==> src/rtl/merc16_ctrl_pkg.sv <==
// Shared constants and types for the merc16 multicycle control sequencer:
// state encodings, opcode values, mux select values and the decoded-class record.
package merc16_ctrl_pkg;

   localparam logic [2:0] ST_FETCH  = 3'd0;
   localparam logic [2:0] ST_DECODE = 3'd1;
   localparam logic [2:0] ST_EXEC   = 3'd2;
   localparam logic [2:0] ST_MEM    = 3'd3;
   localparam logic [2:0] ST_WB     = 3'd4;
   localparam logic [2:0] ST_HALT   = 3'd5;

   localparam logic [4:0] OP_ADDI = 5'b01000;
   localparam logic [4:0] OP_LUI  = 5'b01001;
   localparam logic [4:0] OP_LLI  = 5'b01010;
   localparam logic [4:0] OP_LW   = 5'b01011;
   localparam logic [4:0] OP_SW   = 5'b01100;
   localparam logic [4:0] OP_BEQ  = 5'b01101;
   localparam logic [4:0] OP_JAL  = 5'b01110;
   localparam logic [4:0] OP_JR   = 5'b01111;

   localparam logic [1:0] SEL_00 = 2'b00;
   localparam logic [1:0] SEL_01 = 2'b01;
   localparam logic [1:0] SEL_10 = 2'b10;
   localparam logic [1:0] SEL_11 = 2'b11;

   localparam logic [1:0] PCSRC_INC    = 2'b00;
   localparam logic [1:0] PCSRC_BRANCH = 2'b01;
   localparam logic [1:0] PCSRC_JUMP   = 2'b10;
   localparam logic [1:0] PCSRC_REG    = 2'b11;

   typedef enum logic [3:0] {
      CLS_RALU, CLS_ADDI, CLS_LUI, CLS_LLI, CLS_LW,
      CLS_SW, CLS_BEQ, CLS_JAL, CLS_JR, CLS_ILL
   } op_class_t;

   typedef struct packed {
      op_class_t  cls;
      logic [1:0] rs_rd;
      logic [1:0] rs_rt;
      logic [1:0] reg_dest;
      logic [1:0] reg_data;
      logic       upper_lower;
      logic       old_new;
   } op_decode_t;

endpackage

==> src/rtl/opcode_classifier.sv <==
// Combinational opcode decode: instruction class plus the register-file and
// write-back select values that class uses.
module opcode_classifier
   import merc16_ctrl_pkg::*;
(
   input  logic [4:0] opcode,
   output op_decode_t dec
);

   always_comb begin
      dec     = '0;
      dec.cls = CLS_ILL;
      if (opcode[4:3] == 2'b00) begin
         dec.cls      = CLS_RALU;
         dec.rs_rt    = SEL_01;
         dec.reg_data = SEL_01;
      end else begin
         case (opcode)
            OP_ADDI: begin
               dec.cls      = CLS_ADDI;
               dec.rs_rd    = SEL_01;
               dec.rs_rt    = SEL_11;
               dec.reg_dest = SEL_01;
               dec.reg_data = SEL_01;
            end
            OP_LUI, OP_LLI: begin
               dec.cls         = (opcode == OP_LLI) ? CLS_LLI : CLS_LUI;
               dec.reg_dest    = SEL_01;
               dec.reg_data    = SEL_11;
               dec.upper_lower = (opcode == OP_LLI);
            end
            OP_LW: begin
               dec.cls      = CLS_LW;
               dec.rs_rd    = SEL_01;
               dec.reg_dest = SEL_01;
            end
            OP_SW: begin
               dec.cls   = CLS_SW;
               dec.rs_rd = SEL_01;
               dec.rs_rt = SEL_10;
            end
            OP_BEQ: begin
               dec.cls   = CLS_BEQ;
               dec.rs_rd = SEL_10;
            end
            OP_JAL: begin
               dec.cls      = CLS_JAL;
               dec.reg_dest = SEL_10;
               dec.reg_data = SEL_10;
            end
            OP_JR:   dec.cls = CLS_JR;
            default: dec.cls = CLS_ILL;
         endcase
      end
   end

endmodule

==> src/rtl/decode_sequencer.sv <==
// Multicycle control FSM: FETCH -> DECODE -> EXEC/MEM/WB per instruction class,
// with a sticky HALT on illegal opcodes. The current state is exposed on 'state'.
module decode_sequencer
   import merc16_ctrl_pkg::*;
(
   input  logic       Clock,
   input  logic       Reset,
   input  logic [4:0] Opcode,
   input  logic       Zero,
   input  logic       MemReady,
   output logic       MemReq,
   output logic       MemWrite,
   output logic       MemAddrSel,
   output logic       IRWrite,
   output logic       PCWrite,
   output logic [1:0] PCSrc,
   output logic [1:0] RegDest,
   output logic [1:0] RegData,
   output logic [1:0] RsRd,
   output logic [1:0] RsRt,
   output logic       WriteEnable,
   output logic       HoldOldPCValue,
   output logic       OldNew,
   output logic       UpperLower,
   output logic       InstrDone,
   output logic       Fault,
   output logic [2:0] state
);

   op_decode_t dec_now;
   op_decode_t dec_q;
   logic [2:0] next_state;
   logic       active;

   opcode_classifier u_classifier (
      .opcode (Opcode),
      .dec    (dec_now)
   );

   // 'active' keeps every strobe low for the first cycle after reset, so a
   // reset mid-access drops MemReq immediately instead of restarting a fetch.
   always_ff @(posedge Clock) begin
      if (!Reset) begin
         state  <= ST_FETCH;
         active <= 1'b0;
         dec_q  <= '0;
      end else begin
         state  <= next_state;
         active <= 1'b1;
         if (state == ST_DECODE) dec_q <= dec_now;
      end
   end

   always_comb begin
      next_state = state;
      case (state)
         ST_FETCH:  if (active && MemReady) next_state = ST_DECODE;
         ST_DECODE: begin
            case (dec_now.cls)
               CLS_LUI, CLS_LLI: next_state = ST_WB;
               CLS_ILL:          next_state = ST_HALT;
               default:          next_state = ST_EXEC;
            endcase
         end
         ST_EXEC: begin
            case (dec_q.cls)
               CLS_LW, CLS_SW:             next_state = ST_MEM;
               CLS_RALU, CLS_ADDI, CLS_JAL: next_state = ST_WB;
               default:                    next_state = ST_FETCH;
            endcase
         end
         ST_MEM: begin
            if (MemReady) next_state = (dec_q.cls == CLS_LW) ? ST_WB : ST_FETCH;
         end
         ST_WB:   next_state = ST_FETCH;
         ST_HALT: next_state = ST_HALT;
         default: next_state = ST_FETCH;
      endcase
   end

   always_comb begin
      MemReq         = 1'b0;
      MemWrite       = 1'b0;
      MemAddrSel     = 1'b0;
      IRWrite        = 1'b0;
      PCWrite        = 1'b0;
      PCSrc          = PCSRC_INC;
      RegDest        = SEL_00;
      RegData        = SEL_00;
      RsRd           = SEL_00;
      RsRt           = SEL_00;
      WriteEnable    = 1'b0;
      HoldOldPCValue = 1'b0;
      OldNew         = 1'b0;
      UpperLower     = 1'b0;
      InstrDone      = 1'b0;
      Fault          = 1'b0;
      case (state)
         ST_FETCH: begin
            if (active) begin
               MemReq = 1'b1;
               if (MemReady) begin
                  IRWrite = 1'b1;
                  PCWrite = 1'b1;
               end
            end
         end
         ST_DECODE: HoldOldPCValue = 1'b1;
         ST_EXEC: begin
            HoldOldPCValue = 1'b1;
            RsRd           = dec_q.rs_rd;
            RsRt           = dec_q.rs_rt;
            case (dec_q.cls)
               CLS_BEQ: begin
                  InstrDone = 1'b1;
                  if (Zero) begin
                     PCWrite = 1'b1;
                     PCSrc   = PCSRC_BRANCH;
                  end
               end
               CLS_JAL: begin
                  PCWrite = 1'b1;
                  PCSrc   = PCSRC_JUMP;
               end
               CLS_JR: begin
                  PCWrite   = 1'b1;
                  PCSrc     = PCSRC_REG;
                  InstrDone = 1'b1;
               end
               default: ;
            endcase
         end
         ST_MEM: begin
            HoldOldPCValue = 1'b1;
            MemReq         = 1'b1;
            MemAddrSel     = 1'b1;
            MemWrite       = (dec_q.cls == CLS_SW);
            InstrDone      = MemReady && (dec_q.cls == CLS_SW);
         end
         ST_WB: begin
            HoldOldPCValue = 1'b1;
            WriteEnable    = 1'b1;
            RegDest        = dec_q.reg_dest;
            RegData        = dec_q.reg_data;
            UpperLower     = dec_q.upper_lower;
            OldNew         = dec_q.old_new;
            InstrDone      = 1'b1;
         end
         ST_HALT: Fault = 1'b1;
         default: ;
      endcase
   end

endmodule

==> config.mk <==
export PLATFORM = sky130hd
export DESIGN_NAME = decode_sequencer
export DESIGN_NICKNAME = d
export VERILOG_FILES = /design/src/rtl/merc16_ctrl_pkg.sv /design/src/rtl/opcode_classifier.sv /design/src/rtl/decode_sequencer.sv
export SDC_FILE = /design/constraint.sdc
export NUM_CORES = 1
export LEC_CHECK = 0
export ABC_CLOCK_PERIOD_IN_PS = 1900
export BUFFER_PORTS_ARGS = -buffer_cell sky130_fd_sc_hd__buf_2
export CAP_MARGIN = 20
export CORE_MARGIN = 4
export CORE_UTILIZATION = 50
export DETAILED_ROUTE_END_ITERATION = 8
export GPL_TIMING_DRIVEN = 1
export MAX_ROUTING_LAYER = met4
export PLACE_DENSITY_LB_ADDON = 0.12
export SYNTH_ARGS = -nofsm -noshare
export SYNTH_HDL_FRONTEND = slang
export SYNTH_SLANG_ARGS = --single-unit
==> constraint.sdc <==
create_clock -name Clock -period 1.9 [get_ports Clock]
set_input_delay 0.57 -clock Clock [delete_from_list [all_inputs] [get_ports Clock]]
set_output_delay 0.57 -clock Clock [all_outputs]
set_load 0.01 [all_outputs]
==> reports/qor.csv <==
metric;value;unit
Residual DRC;0;
leakage;0.728;nW
Initial Util;0.539;
CTS Sinks;17;
critical path arrival;1.57;ns
Max VDD drop;0.511;mV
first-pass GRT wire length;4.44;mm
layout cells sized above 1;0.453;
count of buffers from port buffering;31;
total grt overflow;0;
top cell type's share of synthesized area;0.316;
Synth top cells by count;19 x nor2_1, 17 x dfxtp_1, 15 x a21oi_1;
GRT Total Usage;0.211;
Die Ht;54.4;um
Post-Syn Instances;142;
synth warn;0;
Via Count;1230;
synthesized area;0.00108;sq mm
WP buf/inv;2;
Finish-stage setup viols;11;
failing checks;negative setup slack;
critical path's top delay family;simple AND/OR/NAND/NOR gates;
clock slew seen by the registers of the worst setup and hold paths;0.10;ns
routed wire length;3.17;mm
I/O pin total;33;
n_diodes;0;
top cells by area, synth;dfxtp_1 32%, a21oi_1 7.0%, nor2_1 6.6%, and3_1 4.6%, nand2_1 3.8%;
core area;0.00200;sq mm
endpoints failing hold;0;
post-place setup slack;-0.126;ns
critical path launch point;dec_q[11];
Num CTS Buffers;3;
status;finished with violations;
die width;54.4;um
total chip power;815;uW
WL per Instance;14.6;um
slack of the critical path;-0.244;ns
dpl hpwl;2.00;mm
post-synth cell types;40;
skew final;0.00548;ns
ys async rst share;0;
Hold WS;0.431;ns
EDFF count, synth;0;
fillcell total;141;
Data required, critical path;1.33;ns
Max-Cap Viols;0;
Period Utilization, post-route;1.13;
largest net degree at the start of global routing;18;
Crit Path Max Fanout;4;
Final Net Count;200;
DR iter-0 viols;33;
Cell Pwr Density;521;mW/mm^2
final slew viol count;0;
Clk Latency, worst-skew pair;0.28;ns
vias per cell;5.67;
initial antenna violation count;0;
TritonCTS clock tree;yes;
number of global-route vias before repair;1038;
CP Launch Type;flop;
Synth area leader;dfxtp_1;
slowest CP cell;or3b_4;
Bufs on Longest Clock Path;2;
crit path kind;reg -> out;
Peak Freq;467;MHz
Syn Area/Cell;7.60;sq um
RR Startpoint;state[1];
First-pass DRT Iterations;4;
crit path capture type;output port;
area added between synthesis and finish;44.9;%
Hold Path Origin;Reset;
Clock H-tree levels;1;
RSZ-0062 raised after global routing;true;
Syn Nets;151;
minimum clock period;2.14;ns
die area;0.00296;sq mm
top-count cell post-synth;nor2_1;
final RePlAce weighted congestion;0.849;
CTS Hold Bufs;0;
sequential share of the synthesized area;0.316;
ys flop type;dfxtp_1;
Core Rows;16;
HP Class;in -> reg;
crit-path cells;buf_6, or3b_4, nor2_4, a31oi_1, o31ai_1, buf_2;
Crit path largest cell delay;0.39;ns
flops & latches, synth;17;
root buffer cell;clkbuf_4;
Final ANT Viol Nets;0;
-- worst reg2reg max path, delay by kind of cell (launching register included) --
| family | cells | cell delay, ns |
|---|---|---|
| buffers and inverters | 3 | 0.46 |
| DFF | 1 | 0.36 |
| and+or+nand+nor | 3 | 0.67 |
| AOI/OAI and AO/OA | 1 | 0.10 |
-- area by class of cell --
class	instances	area, sq um	share of cell area
timing repair buffer	56	422	0.270
clock buffer	3	22.5	0.0144
tap	27	33.8	0.0216
inverter	6	22.5	0.0144
sequential	17	350	0.224
clock inverter	1	5.00	0.00320
multi-input combinational	107	707	0.452
-- routing by layer --
metal  global-route usage  part of all wire  vias up
met2                0.365              0.52       56
met1                0.248              0.41      575
li1                     -                 -      595
met3               0.0163             0.063        4
met4               0.0954            0.0076        0
met5                    -                 0        -
-- flip-flops by register name (all words and copies together), names as in the netlist --
register and count:
active 1, state 3, dec_q 13
-- worst paths after layout --
kind / endpoint / slack (ns) / cells after the start
setup / recovery: InstrDone / -0.24 / 6
hold / removal: active / 0.43 / 1
setup reg to reg: dec_q[1] / 0.25 / 7
hold reg to reg: dec_q[2] / 0.46 / 2
-- per-stage QoR --
step / TNS [ns] / area (sq um) / std cells / utilization
5_1_grt: -2.10 / 1560 / 217 / 0.781
2_1_floorplan: -0.00741 / 1090 / 142 / -
3_3_place_gp: -0.111 / 1300 / 202 / 0.651
6_report: -1.28 / 1560 / 217 / 0.781
3_5_place_dp: -0.126 / 1300 / 202 / 0.651
4_1_cts: -1.09 / 1400 / 209 / 0.700
-- cell families (layout without fill, tap and decap cells) --
group,after synthesis,count (layout),share of synthesized area
buffers and inverters,18,66,0.0951
DFF,17,17,0.316
and+or+nand+nor,64,64,0.325
xor gates and xnor gates,3,3,0.0244
AOI/OAI and AO/OA,39,39,0.237
other,1,1,0.00348
-- repair_timing --
item / in CTS / in global routing
cloned: 0 / 1
buffers inserted: 3 / 7
setup endpoints to repair: 16 / 17
resized for setup: 14 / 22
pin swaps: 1 / 9
-- power breakdown --
part	leakage (nW)	switching (mW)	internal, mW	total (mW)
sequential	0.141	0.0180	0.371	0.389
clock	0.0177	0.107	0.0781	0.185
combinational	0.569	0.126	0.114	0.241
-- cell usage in the layout (no fill, tap or decap), drive strengths merged, types with 2 or more instances in the layout --
cell type	count
nand2	11
a22oi	3
o211ai	3
a31oi	3
clkbuf	4
nand3	4
buf	55
and2	6
nor2	19
o21ai	4
xnor2	2
and3	8
nand2b	2
nor3	5
a21oi	15
or3b	4
inv	6
o31ai	2
dfxtp	17
Note: power is estimated with default switching activity, not from simulation.
